--- config.mk ---
export PLATFORM = sky130hd
export DESIGN_NAME = ldtu_frame_fsm
export DESIGN_NICKNAME = d
export VERILOG_FILES = /design/src/rtl/ldtu_frame_fsm.sv
export SDC_FILE = /design/constraint.sdc
export NUM_CORES = 1
export LEC_CHECK = 0
export BUFFER_PORTS_ARGS = -buffer_cell sky130_fd_sc_hd__buf_4
export CORE_MARGIN = 10
export CORE_UTILIZATION = 27
export DETAILED_ROUTE_END_ITERATION = 16
export PLACE_DENSITY = 0.55
export SLEW_MARGIN = 20
export SYNTH_ARGS = -nofsm -noshare
export SYNTH_HDL_FRONTEND = slang
export SYNTH_SLANG_ARGS = --single-unit
--- constraint.sdc ---
create_clock -name CLK -period 3.85 [get_ports CLK]
set_input_delay 0.5775 -clock CLK [delete_from_list [all_inputs] [get_ports CLK]]
set_output_delay 0.5775 -clock CLK [all_outputs]
set_load 0.005 [all_outputs]
--- src/rtl/ldtu_frame_fsm.sv ---
// LiTe-DTU frame sequencer: baseline/signal framing with a slot counter, BC0/header
// insertion on Orbit, frame-close reporting, and a fallback word sequencer.
module ldtu_frame_fsm #(
  parameter int N_BAS  = 5,
  parameter int N_SIG  = 2,
  parameter int FB_LAT = 1,
  parameter int IDXW   = ($clog2((N_BAS > N_SIG) ? N_BAS : N_SIG) < 1) ? 1
                         : $clog2((N_BAS > N_SIG) ? N_BAS : N_SIG)
) (
  input  logic            CLK,
  input  logic            rst_b,
  input  logic            fallback,
  input  logic            Orbit,
  input  logic            baseline_flag,
  output logic [2:0]      state,
  output logic [IDXW-1:0] slot,
  output logic            frame_done,
  output logic            frame_trunc,
  output logic [IDXW:0]   n_valid,
  output logic            orbit_drop,
  output logic [1:0]      fb_state,
  output logic            fb_parity
);

  typedef enum logic [2:0] {
    S_IDLE = 3'd0, S_BAS = 3'd1, S_SIG = 3'd2, S_BC0 = 3'd3, S_HDR = 3'd4
  } state_e;

  typedef enum logic [1:0] {
    FB_IDLE = 2'd0, FB_DATA = 2'd1, FB_WAIT = 2'd2
  } fb_e;

  localparam int              NVW      = IDXW + 1;
  localparam int              LAT_M1   = (FB_LAT > 0) ? FB_LAT - 1 : 0;
  localparam logic [IDXW-1:0] LAST_BAS = IDXW'(N_BAS - 1);
  localparam logic [IDXW-1:0] LAST_SIG = IDXW'(N_SIG - 1);
  localparam logic [NVW-1:0]  FULL_BAS = NVW'(N_BAS);
  localparam logic [NVW-1:0]  FULL_SIG = NVW'(N_SIG);
  localparam logic [2:0]      LAT_LOAD = 3'(LAT_M1);

  state_e          state_q, state_d;
  logic [IDXW-1:0] slot_q, slot_d;
  logic            done_q, done_d;
  logic            trunc_q, trunc_d;
  logic [NVW-1:0]  nval_q, nval_d;
  logic            drop_q, drop_d;
  fb_e             fb_q, fb_d;
  logic            par_q, par_d;
  logic [2:0]      cnt_q, cnt_d;

  logic [NVW-1:0]  slot_cnt;
  assign slot_cnt = NVW'(slot_q) + NVW'(1);

  always_ff @(posedge CLK or negedge rst_b) begin
    if (!rst_b) begin
      state_q <= S_IDLE;
      slot_q  <= '0;
      done_q  <= 1'b0;
      trunc_q <= 1'b0;
      nval_q  <= '0;
      drop_q  <= 1'b0;
      fb_q    <= FB_IDLE;
      par_q   <= 1'b0;
      cnt_q   <= 3'd0;
    end else begin
      state_q <= state_d;
      slot_q  <= slot_d;
      done_q  <= done_d;
      trunc_q <= trunc_d;
      nval_q  <= nval_d;
      drop_q  <= drop_d;
      fb_q    <= fb_d;
      par_q   <= par_d;
      cnt_q   <= cnt_d;
    end
  end

  always_comb begin
    state_d = S_IDLE;
    slot_d  = '0;
    done_d  = 1'b0;
    trunc_d = 1'b0;
    nval_d  = '0;
    drop_d  = 1'b0;
    fb_d    = FB_IDLE;
    par_d   = 1'b0;
    cnt_d   = 3'd0;

    if (!fallback) begin
      // Orbit pre-empts class decisions everywhere except inside the BC0/HDR insertion
      case (state_q)
        S_IDLE: begin
          if (Orbit)              state_d = S_HDR;
          else if (baseline_flag) state_d = S_BAS;
          else                    state_d = S_SIG;
        end
        S_BAS: begin
          if (Orbit) begin
            state_d = S_BC0;
            trunc_d = 1'b1;
            nval_d  = slot_cnt;
          end else if (baseline_flag) begin
            state_d = S_BAS;
            if (slot_q >= LAST_BAS) begin
              done_d = 1'b1;
              nval_d = FULL_BAS;
            end else begin
              slot_d = slot_q + IDXW'(1);
            end
          end else begin
            state_d = S_SIG;
            trunc_d = 1'b1;
            nval_d  = slot_cnt;
          end
        end
        S_SIG: begin
          if (Orbit) begin
            state_d = S_BC0;
            trunc_d = 1'b1;
            nval_d  = slot_cnt;
          end else if (!baseline_flag) begin
            state_d = S_SIG;
            if (slot_q >= LAST_SIG) begin
              done_d = 1'b1;
              nval_d = FULL_SIG;
            end else begin
              slot_d = slot_q + IDXW'(1);
            end
          end else begin
            state_d = S_BAS;
            trunc_d = 1'b1;
            nval_d  = slot_cnt;
          end
        end
        S_BC0: begin
          state_d = S_HDR;
          drop_d  = Orbit;
        end
        S_HDR: begin
          state_d = baseline_flag ? S_BAS : S_SIG;
          drop_d  = Orbit;
        end
        default: state_d = S_IDLE;
      endcase
    end else begin
      par_d = par_q;
      cnt_d = cnt_q;
      case (fb_q)
        FB_IDLE: begin
          fb_d  = FB_DATA;
          par_d = 1'b0;
        end
        FB_DATA: begin
          if (FB_LAT > 0) begin
            fb_d  = FB_WAIT;
            cnt_d = LAT_LOAD;
          end else begin
            fb_d  = FB_DATA;
            par_d = ~par_q;
          end
        end
        FB_WAIT: begin
          if (cnt_q == 3'd0) begin
            fb_d  = FB_DATA;
            par_d = ~par_q;
          end else begin
            fb_d  = FB_WAIT;
            cnt_d = cnt_q - 3'd1;
          end
        end
        default: begin
          fb_d  = FB_IDLE;
          par_d = 1'b0;
        end
      endcase
    end
  end

  assign state       = state_q;
  assign slot        = slot_q;
  assign frame_done  = done_q;
  assign frame_trunc = trunc_q;
  assign n_valid     = nval_q;
  assign orbit_drop  = drop_q;
  assign fb_state    = fb_q;
  assign fb_parity   = par_q;

endmodule

==> reports/results.txt <==
IR analysis of the VDD net gives a maximum drop of 167.3 uV. For the worst flop-to-flop path, the logic depth is 4. For the endpoint required time on the critical path, the log shows 4.03 ns. The most common cell after layout, fill and taps aside is buf_4. The die is 80.89 um wide. For this run the aggregate overflow at the end of global routing stands at 0. The height of the chip is 80.89 um.

Clock skew on the completed layout was measured at 0.001374 ns. The flip-flop and latch count after synthesis is 19, and the count of placed standard cells in the final layout, fillers left out is 170. Data arrives at the worst endpoint at 1.90 ns. After legalization and detailed placement, the total HPWL measured 1683 um.

When the netlist entered floorplanning its net count stood at 113. The clock network is responsible for 32.7% of the overall power. The worst-margin pin slew works out to 0.4003 ns.

In the layout the commonest cells are buf_4 (20), dfrtp_1 (19), nand2_1 (11). The final route contains 787 vias. The tools report the CTS H-tree depth as 1.

Along the worst path, the maximum fanout reaches 7. The logs give 0.7390 for the final weighted congestion in routability-driven placement and 7.214% for the global routing usage summed across all routing layers. A synthesized cell averages 9.813 um^2. The number of pins exceeding their max-slew limit in the final report was 0; the number of max-cap violations was 0. The relative slew slack came out at 73.09%. The share of the Yosys chip area taken by registers is 47.50%. In the final layout, flip-flops and latches occupy 475.5 um^2.

Based on the critical path, the design can be clocked at up to 583.6 MHz. The synthesis-to-finish area growth was 23.88%. The kind of start point of the critical path was a flop.

After clock tree synthesis, the clock-pin slew on the worst setup and hold paths is 0.07 ns. The fraction of power spent switching nets was 25.69%. For the hold violation total from the final report, the log shows 0. The tree is rooted in a clkbuf_8. The total of endpoints with negative setup slack in the final report is 0, and the overall die area is 6542 um^2. The internal cell power is 0.3100 mW, and the pin count of the biggest net entering global routing is 20.

The tools report the antenna diode count as 0. The layout cell share with drive strength beyond 1 works out to 23.77%. The wire length per cell was 12.71 um; the filler cell count was 400.

The initial core utilization is 27.55%, and the cell area after synthesis is 1001 um^2. After routing, the total negative slack on setup checks comes to 0 ns. The first-pass GRT wire length is 3726 um. The critical path goes through ha_1 > or4_4 > or3_1 > a21oi_1.

The logs give 0 for the remaining antenna violation count after routing and 0 for the number of antenna violations at the first check in global routing. Number of global-route vias before repair: 840. 21 I/O pins were placed. The logs give 0 for the number of gates resized after cts and 0.1072 mW for the switching power. The total wire length is 2161 um, and the part of the power in combinational logic is 14.1%. Count of buffering cells on the critical path with inverters included: 0.

The clock net in this run drives a total of 19 sinks. Power spread over the standard cell area amounts to 336.5 nW/um^2. Setup repair after global routing left no endpoint under its margin. In the synthesized netlist, the number of instances is 102.

The critical path depth is 4. Counting the buffers created by CTS gives 3. After detailed routing, the number of vias per cell comes to 4.629. The run gives 134 as the number of nets in the finished design. Sequential cells burn 53.2% of the power.

The core region is 3633 um^2. The total number of yosys warnings was 0. TritonCTS built the clock tree. The clock passes through at most 2 buffers. The pre-antenna-repair detailed-routing pass consisted of 4 iterations. In this run, distinct cell masters in the synthesized netlist total 37. In this run the static leakage power is 0.5824 nW.

The worst path uses 44.51% of the clock period. The flow ran to the end, and the final reports show no timing, DRC or antenna violations. In the routed design, unresolved DRC markers number 0. The worst hold path belongs to the class input pin to async pin. The nature of the critical path endpoint is a flop. Clock insertion delay at the later pin of the skew report: 0.25 ns. For this run, the slowest stage of the critical path takes 0.49 ns.

The master of the slowest instance on the critical path is or4_4. The worst hold slack after final layout is 0.1866 ns. Number of buffers inserted by hold repair at cts: 0.

The multi-input combinational cells in the finished layout cover a total of 479.2 um^2. The row count came out at 22. Broken down by cell family, the worst path's largest delay share belongs to simple AND/OR/NAND/NOR gates. The number of placed instances, taps included, is 166. The total setup buffers inserted after CTS was 0.

The initial DRC count is 31, and the clock period minus worst slack is 1.713 ns. Classification of the worst setup path: flop to flop. Buffers placed on the I/O ports in this run total 20.
==> synthesized netlist by cell type <==
cell type	n	area, um^2
and3b_1	1	8.760
nand3b_1	1	7.510
o211ai_1	1	7.510
and2_1	2	12.51
nor2b_1	2	12.51
a31oi_1	1	6.260
a21oi_1	6	30.03
xor2_2	1	16.27
clkbuf_2	1	5.000
o32ai_1	2	17.52
a22oi_1	2	15.01
or2_2	2	12.51
o21a_1	1	7.510
nand2b_1	2	12.51
dfrtp_1	19	475.5
nor3_1	1	5.000
nand4b_1	1	8.760
nand3_1	2	10.01
mux2i_1	1	10.01
or4_4	1	11.26
nor3b_1	2	15.01
o22a_1	1	8.760
o21ai_0	5	25.02
mux2_2	1	11.26
nor4_1	1	6.260
a21o_1	1	7.510
nor2_1	6	22.52
nor4_2	1	12.51
ha_1	6	75.07
nand4_1	1	6.260
a2bb2oi_1	1	8.760
o22ai_1	2	12.51
inv_1	8	30.03
nand2_1	11	41.29
xnor2_1	1	8.760
or3_1	1	6.260
clkbuf_1	3	11.26
==> metal layers <==
| metal | vias to the layer above | GRT usage (%) | routed length [um] |
|---|---|---|---|
| li1 | 396 | - | - |
| met1 | 376 | 7.861 | 929 |
| met2 | 13 | 11.70 | 1086 |
| met3 | 2 | 2.759 | 104 |
| met4 | 0 | 4.325 | 40 |
| met5 | - | 0 | 0 |
==> state kept, by name, indices dropped and copies added, names as in the netlist <==
signal       count
fb_state         2
orbit_drop       1
fb_parity        1
frame_trunc      1
state            3
n_valid          4
cnt_q            3
frame_done       1
slot             3
==> worst paths after layout <==
kind	slack, ns	start	end
setup / recovery	2.14	slot[0]$_DFF_PN0_	slot[2]$_DFF_PN0_
hold / removal	0.19	rst_b	slot[1]$_DFF_PN0_
setup reg to reg	2.14	slot[0]$_DFF_PN0_	slot[2]$_DFF_PN0_
hold reg to reg	0.54	cnt_q[1]$_DFFE_PN0P_	cnt_q[1]$_DFFE_PN0P_
max in group asynchronous	3.46	rst_b	fb_parity$_DFFE_PN0P_
min in group CLK	0.54	cnt_q[1]$_DFFE_PN0P_	cnt_q[1]$_DFFE_PN0P_
==> kinds of logic after synthesis <==
group | count (synthesis) | synth area share [%]
compound gates | 23 | 14.63
buf+inv | 12 | 4.625
mux | 2 | 2.125
fa+ha+maj | 6 | 7.500
xor+xnor | 2 | 2.501
simple gates | 38 | 21.12
flops | 19 | 47.50
==> power by group through the flow <==
stage                     logic, mW  clock network [mW]  registers [mW]
after global placement       0.0598                   0           0.226
after global routing         0.0668               0.151           0.224
after detailed placement     0.0602                   0           0.226
final                        0.0588               0.136           0.222
after floorplan              0.0359                   0           0.221
after CTS                    0.0603               0.142           0.222
==> through the flow <==
stage / total power, mW / setup WS (ns) / area (um^2) / utilization (%)
floorplan: 0.2568 / 2.230 / 1001 / -
global placement: 0.2854 / 2.208 / 1195 / 32.89
detailed placement: 0.2864 / 2.146 / 1195 / 32.89
CTS: 0.4244 / 2.132 / 1240 / 34.13
global route: 0.4415 / 2.050 / 1240 / 34.13
finish: 0.4172 / 2.137 / 1240 / 34.13
==> final cells by class <==
type	instances	area share, %
clock buffers	4	3.633
inverters	8	2.422
multi-input cells	71	38.65
flip-flops and latches	19	38.35
well taps	48	4.844
repair buffers	20	12.11
Note: power is estimated with default switching activity, not from simulation.
